`config.mk`:
```
export PLATFORM = sky130hd
export DESIGN_NAME = sha256_padder_flat
export DESIGN_NICKNAME = d
export VERILOG_FILES = /design/src/rtl/sha256_padder_if.sv /design/src/rtl/sha256_padder.sv /design/src/flat_wrapper.sv
export SDC_FILE = /design/constraint.sdc
export NUM_CORES = 1
export LEC_CHECK = 0
export ABC_CLOCK_PERIOD_IN_PS = 2650
export BUFFER_PORTS_ARGS = -buffer_cell sky130_fd_sc_hd__buf_2
export CORE_MARGIN = 2
export CORE_UTILIZATION = 49
export DETAILED_ROUTE_END_ITERATION = 8
export GPL_TIMING_DRIVEN = 0
export PLACE_DENSITY_LB_ADDON = 0.05
export SYNTH_ARGS = -nofsm -noshare
export SYNTH_HDL_FRONTEND = slang
export SYNTH_SLANG_ARGS = --single-unit
```
`constraint.sdc`:
```
create_clock -name CLK -period 2.65 [get_ports CLK]
set_input_delay 0.3975 -clock CLK [delete_from_list [all_inputs] [get_ports CLK]]
set_output_delay 0.3975 -clock CLK [all_outputs]
set_load 0.02 [all_outputs]
```
`src/rtl/sha256_padder_if.sv`:
```
// Purpose: word-in / block-out stream bundle for the SHA-256 message padder.
// Latency: none, this is only wiring.
// Backpressure: in_valid/in_ready on the word side, blk_valid/blk_ready on the block side.
// Ports: in_valid/in_ready/in_data/in_last/in_nbytes carry message words;
//        blk_valid/blk_ready/blk/blk_first/blk_last carry 512-bit padded blocks.
interface sha256_padder_if;
  logic         in_valid;
  logic         in_ready;
  logic [31:0]  in_data;
  logic         in_last;
  logic [2:0]   in_nbytes;
  logic         blk_valid;
  logic         blk_ready;
  logic [511:0] blk;
  logic         blk_first;
  logic         blk_last;

  // Padder side.
  modport slave (
    input  in_valid, in_data, in_last, in_nbytes, blk_ready,
    output in_ready, blk_valid, blk, blk_first, blk_last
  );

  // Message source / block sink side.
  modport master (
    output in_valid, in_data, in_last, in_nbytes, blk_ready,
    input  in_ready, blk_valid, blk, blk_first, blk_last
  );
endinterface

```
`src/rtl/sha256_padder.sv`:
```
// Purpose: packs 32-bit big-endian message words into 512-bit SHA-256 blocks and applies 0x80 + 64-bit length padding.
// Latency: 1 cycle from the completing word to blk_valid; an extra block follows its predecessor's transfer by 1 cycle.
// Backpressure: words are refused (in_ready=0) while a block is held; the block holds steady until blk_ready.
// Ports: CLK, nreset (synchronous, active-low), bus (slave modport of sha256_padder_if).
module sha256_padder (
  input  logic            CLK,
  input  logic            nreset,
  sha256_padder_if.slave  bus
);

  typedef enum logic [1:0] {ACCEPT, EMIT, EXTRA} state_t;

  state_t       state_q, state_d;
  logic [3:0]   widx_q, widx_d;
  logic [63:0]  bitcnt_q, bitcnt_d;
  logic [511:0] blk_q, blk_d;
  logic         extra_q, extra_d;   // an EXTRA block must follow the current one
  logic         pad_q, pad_d;       // the 0x80 byte still has to go into EXTRA word 0
  logic         first_q, first_d;
  logic         last_q, last_d;

  logic [31:0]  word_mask;
  logic [31:0]  pad_word;
  logic [31:0]  data_word;
  logic         full_word;
  logic [4:0]   pad_pos;
  logic [63:0]  bitcnt_add;

  // Byte masking and in-word terminator for the incoming word.
  always_comb begin
    word_mask = 32'hFFFF_FFFF;
    case (bus.in_nbytes)
      3'd0:    word_mask = 32'h0000_0000;
      3'd1:    word_mask = 32'hFF00_0000;
      3'd2:    word_mask = 32'hFFFF_0000;
      3'd3:    word_mask = 32'hFFFF_FF00;
      default: word_mask = 32'hFFFF_FFFF;
    endcase
  end

  assign full_word  = (bus.in_nbytes >= 3'd4);
  assign pad_word   = (bus.in_last && !full_word) ? (32'h8000_0000 >> {bus.in_nbytes, 3'b000}) : 32'h0;
  assign data_word  = (bus.in_data & word_mask) | pad_word;
  // Word index the 0x80 byte lands in: same word if short, next word if full.
  assign pad_pos    = {1'b0, widx_q} + {4'b0, full_word};
  assign bitcnt_add = bitcnt_q + {58'b0, bus.in_nbytes, 3'b000};

  always_comb begin
    state_d  = state_q;
    widx_d   = widx_q;
    bitcnt_d = bitcnt_q;
    blk_d    = blk_q;
    extra_d  = extra_q;
    pad_d    = pad_q;
    first_d  = first_q;
    last_d   = last_q;

    case (state_q)
      ACCEPT: begin
        if (bus.in_valid) begin
          bitcnt_d = bitcnt_add;
          for (int i = 0; i < 16; i++) begin
            if (widx_q == i[3:0]) blk_d[480-32*i +: 32] = data_word;
          end
          if (!bus.in_last) begin
            if (widx_q == 4'd15) begin
              state_d = EMIT;
              last_d  = 1'b0;
              extra_d = 1'b0;
            end else begin
              widx_d = widx_q + 4'd1;
            end
          end else begin
            state_d = EMIT;
            if (full_word && widx_q != 4'd15) begin
              for (int i = 1; i < 16; i++) begin
                if (widx_q == 4'(i - 1)) blk_d[480-32*i +: 32] = 32'h8000_0000;
              end
            end
            if (pad_pos <= 5'd13) begin
              // Room for the length in words 14-15 of this block.
              blk_d[63:0] = bitcnt_add;
              last_d      = 1'b1;
              extra_d     = 1'b0;
            end else begin
              last_d  = 1'b0;
              extra_d = 1'b1;
              pad_d   = full_word && (widx_q == 4'd15);
            end
          end
        end
      end

      EMIT: begin
        if (bus.blk_ready) begin
          first_d = last_q;
          if (extra_q) begin
            state_d = EXTRA;
            blk_d   = {(pad_q ? 32'h8000_0000 : 32'h0), 416'b0, bitcnt_q};
            last_d  = 1'b1;
            extra_d = 1'b0;
            pad_d   = 1'b0;
          end else begin
            state_d = ACCEPT;
            widx_d  = 4'd0;
            blk_d   = '0;
            last_d  = 1'b0;
            if (last_q) bitcnt_d = '0;
          end
        end
      end

      EXTRA: begin
        if (bus.blk_ready) begin
          state_d  = ACCEPT;
          first_d  = 1'b1;
          widx_d   = 4'd0;
          blk_d    = '0;
          bitcnt_d = '0;
          last_d   = 1'b0;
        end
      end

      default: state_d = ACCEPT;
    endcase
  end

  always_ff @(posedge CLK) begin
    if (!nreset) begin
      state_q  <= ACCEPT;
      widx_q   <= 4'd0;
      bitcnt_q <= '0;
      blk_q    <= '0;
      extra_q  <= 1'b0;
      pad_q    <= 1'b0;
      first_q  <= 1'b1;
      last_q   <= 1'b0;
    end else begin
      state_q  <= state_d;
      widx_q   <= widx_d;
      bitcnt_q <= bitcnt_d;
      blk_q    <= blk_d;
      extra_q  <= extra_d;
      pad_q    <= pad_d;
      first_q  <= first_d;
      last_q   <= last_d;
    end
  end

  assign bus.in_ready  = (state_q == ACCEPT);
  assign bus.blk_valid = (state_q != ACCEPT);
  assign bus.blk       = blk_q;
  assign bus.blk_first = first_q;
  assign bus.blk_last  = last_q;

endmodule

```
`src/flat_wrapper.sv`:
```
// flat-port wrapper written by rule: the top's interface ports become plain ports
module sha256_padder_flat 
  (CLK, nreset, bus_in_valid, bus_in_data, bus_in_last, bus_in_nbytes, bus_blk_ready, bus_in_ready, bus_blk_valid, bus_blk, bus_blk_first, bus_blk_last);
  sha256_padder_if bus_i ();
  input  logic CLK;
  input  logic nreset;
  input wire logic [$bits(bus_i.in_valid)-1:0] bus_in_valid;
  input wire logic [$bits(bus_i.in_data)-1:0] bus_in_data;
  input wire logic [$bits(bus_i.in_last)-1:0] bus_in_last;
  input wire logic [$bits(bus_i.in_nbytes)-1:0] bus_in_nbytes;
  input wire logic [$bits(bus_i.blk_ready)-1:0] bus_blk_ready;
  output wire logic [$bits(bus_i.in_ready)-1:0] bus_in_ready;
  output wire logic [$bits(bus_i.blk_valid)-1:0] bus_blk_valid;
  output wire logic [$bits(bus_i.blk)-1:0] bus_blk;
  output wire logic [$bits(bus_i.blk_first)-1:0] bus_blk_first;
  output wire logic [$bits(bus_i.blk_last)-1:0] bus_blk_last;
  assign bus_i.in_valid = bus_in_valid;
  assign bus_i.in_data = bus_in_data;
  assign bus_i.in_last = bus_in_last;
  assign bus_i.in_nbytes = bus_in_nbytes;
  assign bus_i.blk_ready = bus_blk_ready;
  assign bus_in_ready = bus_i.in_ready;
  assign bus_blk_valid = bus_i.blk_valid;
  assign bus_blk = bus_i.blk;
  assign bus_blk_first = bus_i.blk_first;
  assign bus_blk_last = bus_i.blk_last;
  sha256_padder u_core (.CLK(CLK), .nreset(nreset), .bus(bus_i));
endmodule
```
=== Word level (Yosys, flattened, before mapping) ===
Cells that the tools add are included.

* Register bits: 586
* Bits in latches: 0
* Memory bits (writable): 0
* Bits in read-only memories: 0
* Input port bits: 40
* Word-level logic and storage cells: 153
* Memories: 0

* $add $sub $neg: 3
* Multiply operators: 0
* Divide/modulo/power cells: 0
* Magnitude comparators: 2
* Eq/ne operators: 33
* Shifts and indexed selects: 1
* Mux-type cells: 83
* Bitwise operators: 2
* Reduce and logical (&&, ||, !) cells: 20

{| class="wikitable"
|+ Operators by type and width
! operator !! count
|-
| 512-bit two-way mux || 4
|-
| 512-bit case mux with 3 select lines || 1
|-
| 32-bit two-way mux || 33
|-
| 480-bit two-way mux || 2
|-
| 64-bit two-way mux || 6
|-
| 64-bit case mux with 3 select lines || 1
|-
| 32-bit case mux with 4 select lines || 1
|-
| 64-bit by 6-bit adder with 64-bit output || 1
|-
| 32-bit bitwise AND || 1
|-
| 4-bit == test (second input constant) || 8
|-
| 32-bit OR || 1
|-
| 32-bit by 6-bit right shift with 32-bit output (first input constant) || 1
|-
| 4-bit two-way mux || 6
|-
| 1-bit two-way mux || 17
|-
| 4-bit by 3-bit == test with 1-bit output (second input constant) || 4
|-
| 2-bit != test (second input constant) || 8
|-
| 2-bit two-way mux || 6
|-
| 4-bit case mux with 3 select lines || 1
|-
| 4-bit AND reduction || 3
|-
| 6-bit AND reduction || 2
|-
| 5-bit AND reduction || 2
|-
| 4-bit by 2-bit == test with 1-bit output (second input constant) || 2
|-
| 7-bit AND reduction || 1
|-
| 3-bit by 2-bit == test with 1-bit output (second input constant) || 2
|-
| other kinds (22) || 30
|}

=== Logic depth before layout (Yosys ltp) ===
* Depth after elaboration: 12
* Depth in mapped cells: 12
* Gate-level depth less buffers: 8

=== Worst setup path after synthesis ===
Ideal clock, no wire load.

* Kind: input -> register
* Start point: input bus_in_nbytes[2]
* End point: register u_core.blk_q[59], in the netlist u_core.bus.blk[59]
* Library setup time: 0.129 ns
* Data arrival time: 2.466 ns
* Setup slack: 0.055 ns
* Cell stages on the path: 9
* Path buffers: 1
* Cell sequence: ha_1 ha_1 o21a_1 a31o_2 a21boi_1 a211oi_1 clkbuf_1 a221oi_1 o211ai_2

* Cells in the longest elaborated chain, start to end: 12
* Elaborated cells between the ends (all ways): 23

{| class="wikitable"
|+ Ends and longest elaborated chain
! element !! RTL line !! source
|-
| start: declaration || flat_wrapper.sv:10 || <nowiki>input wire logic [$bits(bus_i.in_nbytes)-1:0] bus_in_nbytes;</nowiki>
|-
| parallel branches: the longest is 9 deep, another holds 4-bit by 1-bit adder with 5-bit output || n/a ||
|-
| 480-bit two-way mux * || sha256_padder.sv:65 || <nowiki>if (!bus.in_last) begin</nowiki>
|-
| 512-bit two-way mux * || sha256_padder.sv:60 || <nowiki>if (bus.in_valid) begin</nowiki>
|-
| 512-bit case mux with 3 select lines * || sha256_padder.sv:58 || <nowiki>case (state_q)</nowiki>
|-
| end signal: assignment || sha256_padder.sv:142 || <nowiki>blk_q <= blk_d;</nowiki>
|-
| end: declaration || sha256_padder.sv:16 || <nowiki>logic [511:0] blk_q, blk_d;</nowiki>
|}

Mark *: on every way between the ends. The select of a mux whose other input is x is not followed.
A chain may end at the register's enable or synchronous reset.

=== Worst setup path in the final report ===
* Start point: input bus_in_nbytes[2]
* End point: register u_core.blk_q[427], in the netlist u_core.bus.blk[427]

* Cells in the longest elaborated chain, start to end: 11
* Elaborated cells between the ends (all ways): 19

{| class="wikitable"
|+ Ends and longest elaborated chain
! element !! RTL line
|-
| parallel branches: the longest is 8 deep, another holds 480-bit two-way mux || n/a
|-
| 480-bit two-way mux * || sha256_padder.sv:65
|-
| 512-bit two-way mux * || sha256_padder.sv:60
|-
| 512-bit case mux with 3 select lines * || sha256_padder.sv:58
|}

Marks and branches as above.

==> flow_summary.toml <==
[worst_hold_path]
hold_depth = 3
min_to = "u_core.bus.blk[1]$_SDFFE_PN0P_"
hp-class = "primary input to flop"
min_from = "bus_in_data[1]"

[synth]
ys_ff_latch = 583
synth_edf_count = 0
synth_area_leaders = "dfxtp_1, nor2_1, a21oi_1, clkbuf_1, o21ai_0"
syn_inst = 3273
synth_compound_area_share_pct = 21.14
synthAdderAreaFrac_pct = 0.7417
synth_top_area_share_pct = 47.39
synth_area_leader_cell = "dfxtp_1"
yosys-mux-area-fraction_pct = 0.3353
synth_simple_gate_area_share_pct = 24.65
async_flop_share_pct = 0
synth-xor-area-share_pct = 0.8535
syn_area_per_cell_um2 = 7.525
ys_seq_area_share_pct = 47.39
yosysWarnings = 0
synth_nets = 3327
netlist_area_mm2 = 0.02463
synth_flop_cell = "dfxtp_1"
synth_top_family_by_area = "simple AND/OR/NAND/NOR gates"
ys_types = 79

[floorplanning]
core-area_mm2 = 0.04986
die_h_um = 228.2
pin_count = 556
dieArea_mm2 = 0.05207
rows = 82
die_x_um = 228.2
initial_core_util_pct = 49.39

[clocking]
cts-root-buf = "clkbuf_16"
cts.sinks = 583
cts_max_path_buffers = 3
path_clk_slew_ns = 0.07
clk_latency_ns = 0.66
cts_buffers = 60
h-tree-depth = 2
cts_tree = "done"

[global_route]
antenna_found_initial = 5
globalRouteMet1Util_pct = 50.72
grt_overflow = 0
grt_pass1_wl_um = 169800
grtUsageMet3_pct = 12.93
top_usage_layer = "met2"
use_met2_pct = 67.73
grt_pass1_vias = 26141
grt_use_total_pct = 43.45
grt_max_degree = 18

[worst_setup_path]
r2r_setup_slack_ns = -0.02
worstPathMaxFanout = 10
rr_startpoint = "u_core.bitcnt_q[5]$_SDFFE_PN0P_"
cp-end-kind = "flop"
ff2ff_path_depth = 7
path_class = "primary input to flop"
required_ns = 3.26
arrival_ns = 3.48
r2r-end = "u_core.bus.blk[52]$_SDFFE_PN0P_"
cp-start-kind = "primary input"

[timing]
clock_skew_ns = 0.04666
tightest_slew_ns = 1.299
hold_violations = 0
fmaxAchievable_ghz = 0.3477
rsz0062_at_grt = "true"
period_share_pct = 108.5
max_slew_margin_pct = 13.40
final.setup.worst_slack_ns = -0.2263
setup_viol_count_final = 74
fin_crit_ns = 2.876
drv_slew = 0

[run_status]
status = "complete, but fails checks"
violations = "negative setup slack"

[placement]
placed_area_mm2 = 0.02829
gp_congestion = 0.9972
hpwl_um = 86530
numPortBuffers = 554

[finish]
fin_area_mm2 = 0.03151
drive_gt1_share_pct = 24.05
layout_commonest_cell = "nor2_1"
fillers = 4583
syn_to_final_growth_pct = 27.92
nets = 3958
layout_common_cells = "nor2_1, dfxtp_1, buf_2"

[drt]
firstDrtPassIters = 7
wirelength_um = 119100
num_vias = 28413
drt_iter0_markers = 3640
drtAntennaViolNets = 0
vias_per_cell = 6.142
wire_per_inst_um = 25.75
drc = 0

[pwr]
ir_drop_uv = 506.4
fin_total_pwr_w = 0.02033
power.leakage_nw = 13.68
power_density_mw_per_mm2 = 645.1

[flow_run]
maxCapViolCount = 0
[registers in the layout (all words and copies together) (netlist names)]
signal                flops
u_core.bus.blk          512
u_core.bitcnt_q          61
u_core.widx_q             4
u_core.state_q            2
u_core.bus.blk_first      1
u_core.bus.blk_last       1
u_core.extra_q            1
u_core.pad_q              1
[repair_timing]
action,CTS,global route
buffers inserted,15,13
pin swaps,11,11
setup endpoints to repair,578,519
cloned,0,1
resized for setup,185,196
hold buffers,0,0
[final cells by class]
cell class | instances | area, um^2 | share of cell area [%]
plain buffers | 273 | 1304 | 4.138
clock inverters | 22 | 285.3 | 0.9055
repair buffers | 587 | 3090 | 9.809
multi-input cells | 2377 | 12480 | 39.63
diodes | 4 | 10.01 | 0.03177
clock buffers | 86 | 1729 | 5.488
well taps | 672 | 840.8 | 2.669
inverters | 22 | 85.08 | 0.2701
flip-flops and latches | 583 | 11680 | 37.06
[worst max-delay path by stage]
stage	to	from	slack [ns]	cells past startpoint
after global placement	u_core.bus.blk[39]$_SDFFE_PN0P_	bus_in_nbytes[2]	-1.60	10
after floorplan	u_core.bus.blk[59]$_SDFFE_PN0P_	bus_in_nbytes[2]	0.06	9
after CTS	u_core.bus.blk[82]$_SDFFE_PN0P_	bus_in_nbytes[2]	-0.09	9
after detailed placement	u_core.bus.blk[39]$_SDFFE_PN0P_	bus_in_nbytes[2]	-1.57	10
after global routing	u_core.bus.blk[460]$_SDFFE_PN0P_	bus_in_nbytes[2]	-0.20	9
final	u_core.bus.blk[427]$_SDFFE_PN0P_	bus_in_nbytes[2]	-0.23	9
[worst max-delay path: stages]
cell and delay [ns]:
buf_2 0.23, clkbuf_1 0.51, a21o_1 0.15, clkbuf_1 0.51, nand2_1 0.76, clkbuf_1 0.42, nor2_1 0.33, a21oi_1 0.07
nor2_1 0.09
[cell usage after synthesis (5+ instances only)]
cell type  count
nor4b_1        6
a32oi_1        9
clkbuf_1     271
ha_1          13
nor4_1        24
o22ai_1        6
a21oi_1      550
or4_1          8
or3_1         17
and4_1        12
nor3_1        64
and3_1        24
buf_2         13
a21boi_0       8
nand3_1       78
nand2b_1       5
nor2_1       917
nor4_2         6
a221oi_1      29
mux2i_1        6
o31a_1         5
a21o_1        11
o221a_2        9
nor3b_1       10
o21ai_0      167
o21ai_1       22
a31oi_1       30
and2_1        10
nand2_1      180
o31ai_1        6
o211ai_1       8
a311oi_1       6
dfxtp_1      583
xor2_1        13
o21a_1         6
nand4_1       22
xnor2_1       11
inv_1         20
a22oi_1        9
[power by group]
group	switching, W	internal (W)
sequential	0.000135	0.00890
clock	0.00379	0.00502
combinational	0.00188	0.000605
[metrics by stage]
stage                     std cells  utilization (%)  setup WS (ns)  hold WS, ns  setup TNS (ns)
after floorplan                3273                -        0.05514       0.4602               0
after global placement         4499            56.64         -1.598       0.4449         -354.65
after detailed placement       4503            56.74         -1.571       0.4512         -354.26
after CTS                      4620            62.36       -0.08778      0.02787         -0.4636
after global routing           4623            63.17        -0.1968      0.05198          -6.402
final                          4626            63.18        -0.2263      0.04426          -5.965
[per-layer routing]
| metal | wire length (um) | part of all wire (%) | vias to the layer above |
|---|---|---|---|
| li1 | - | - | 12518 |
| met1 | 42700 | 36 | 13507 |
| met2 | 52090 | 44 | 1889 |
| met3 | 13890 | 12 | 495 |
| met4 | 10410 | 8.7 | 4 |
| met5 | 27 | 0.023 | - |
[logic make-up (layout without fill, tap and decap cells)]
kind of cell             Yosys count  in the layout
flip-flops                       583            583
adder cells (fa/ha/maj)           14             14
AO/OA/AOI/OAI                    923            923
other                              0              4
AND/OR/NAND/NOR                 1408           1408
multiplexers                       8              8
XOR/XNOR                          24             24
buffers and inverters            313            990
(Power assumes the default switching activity.)
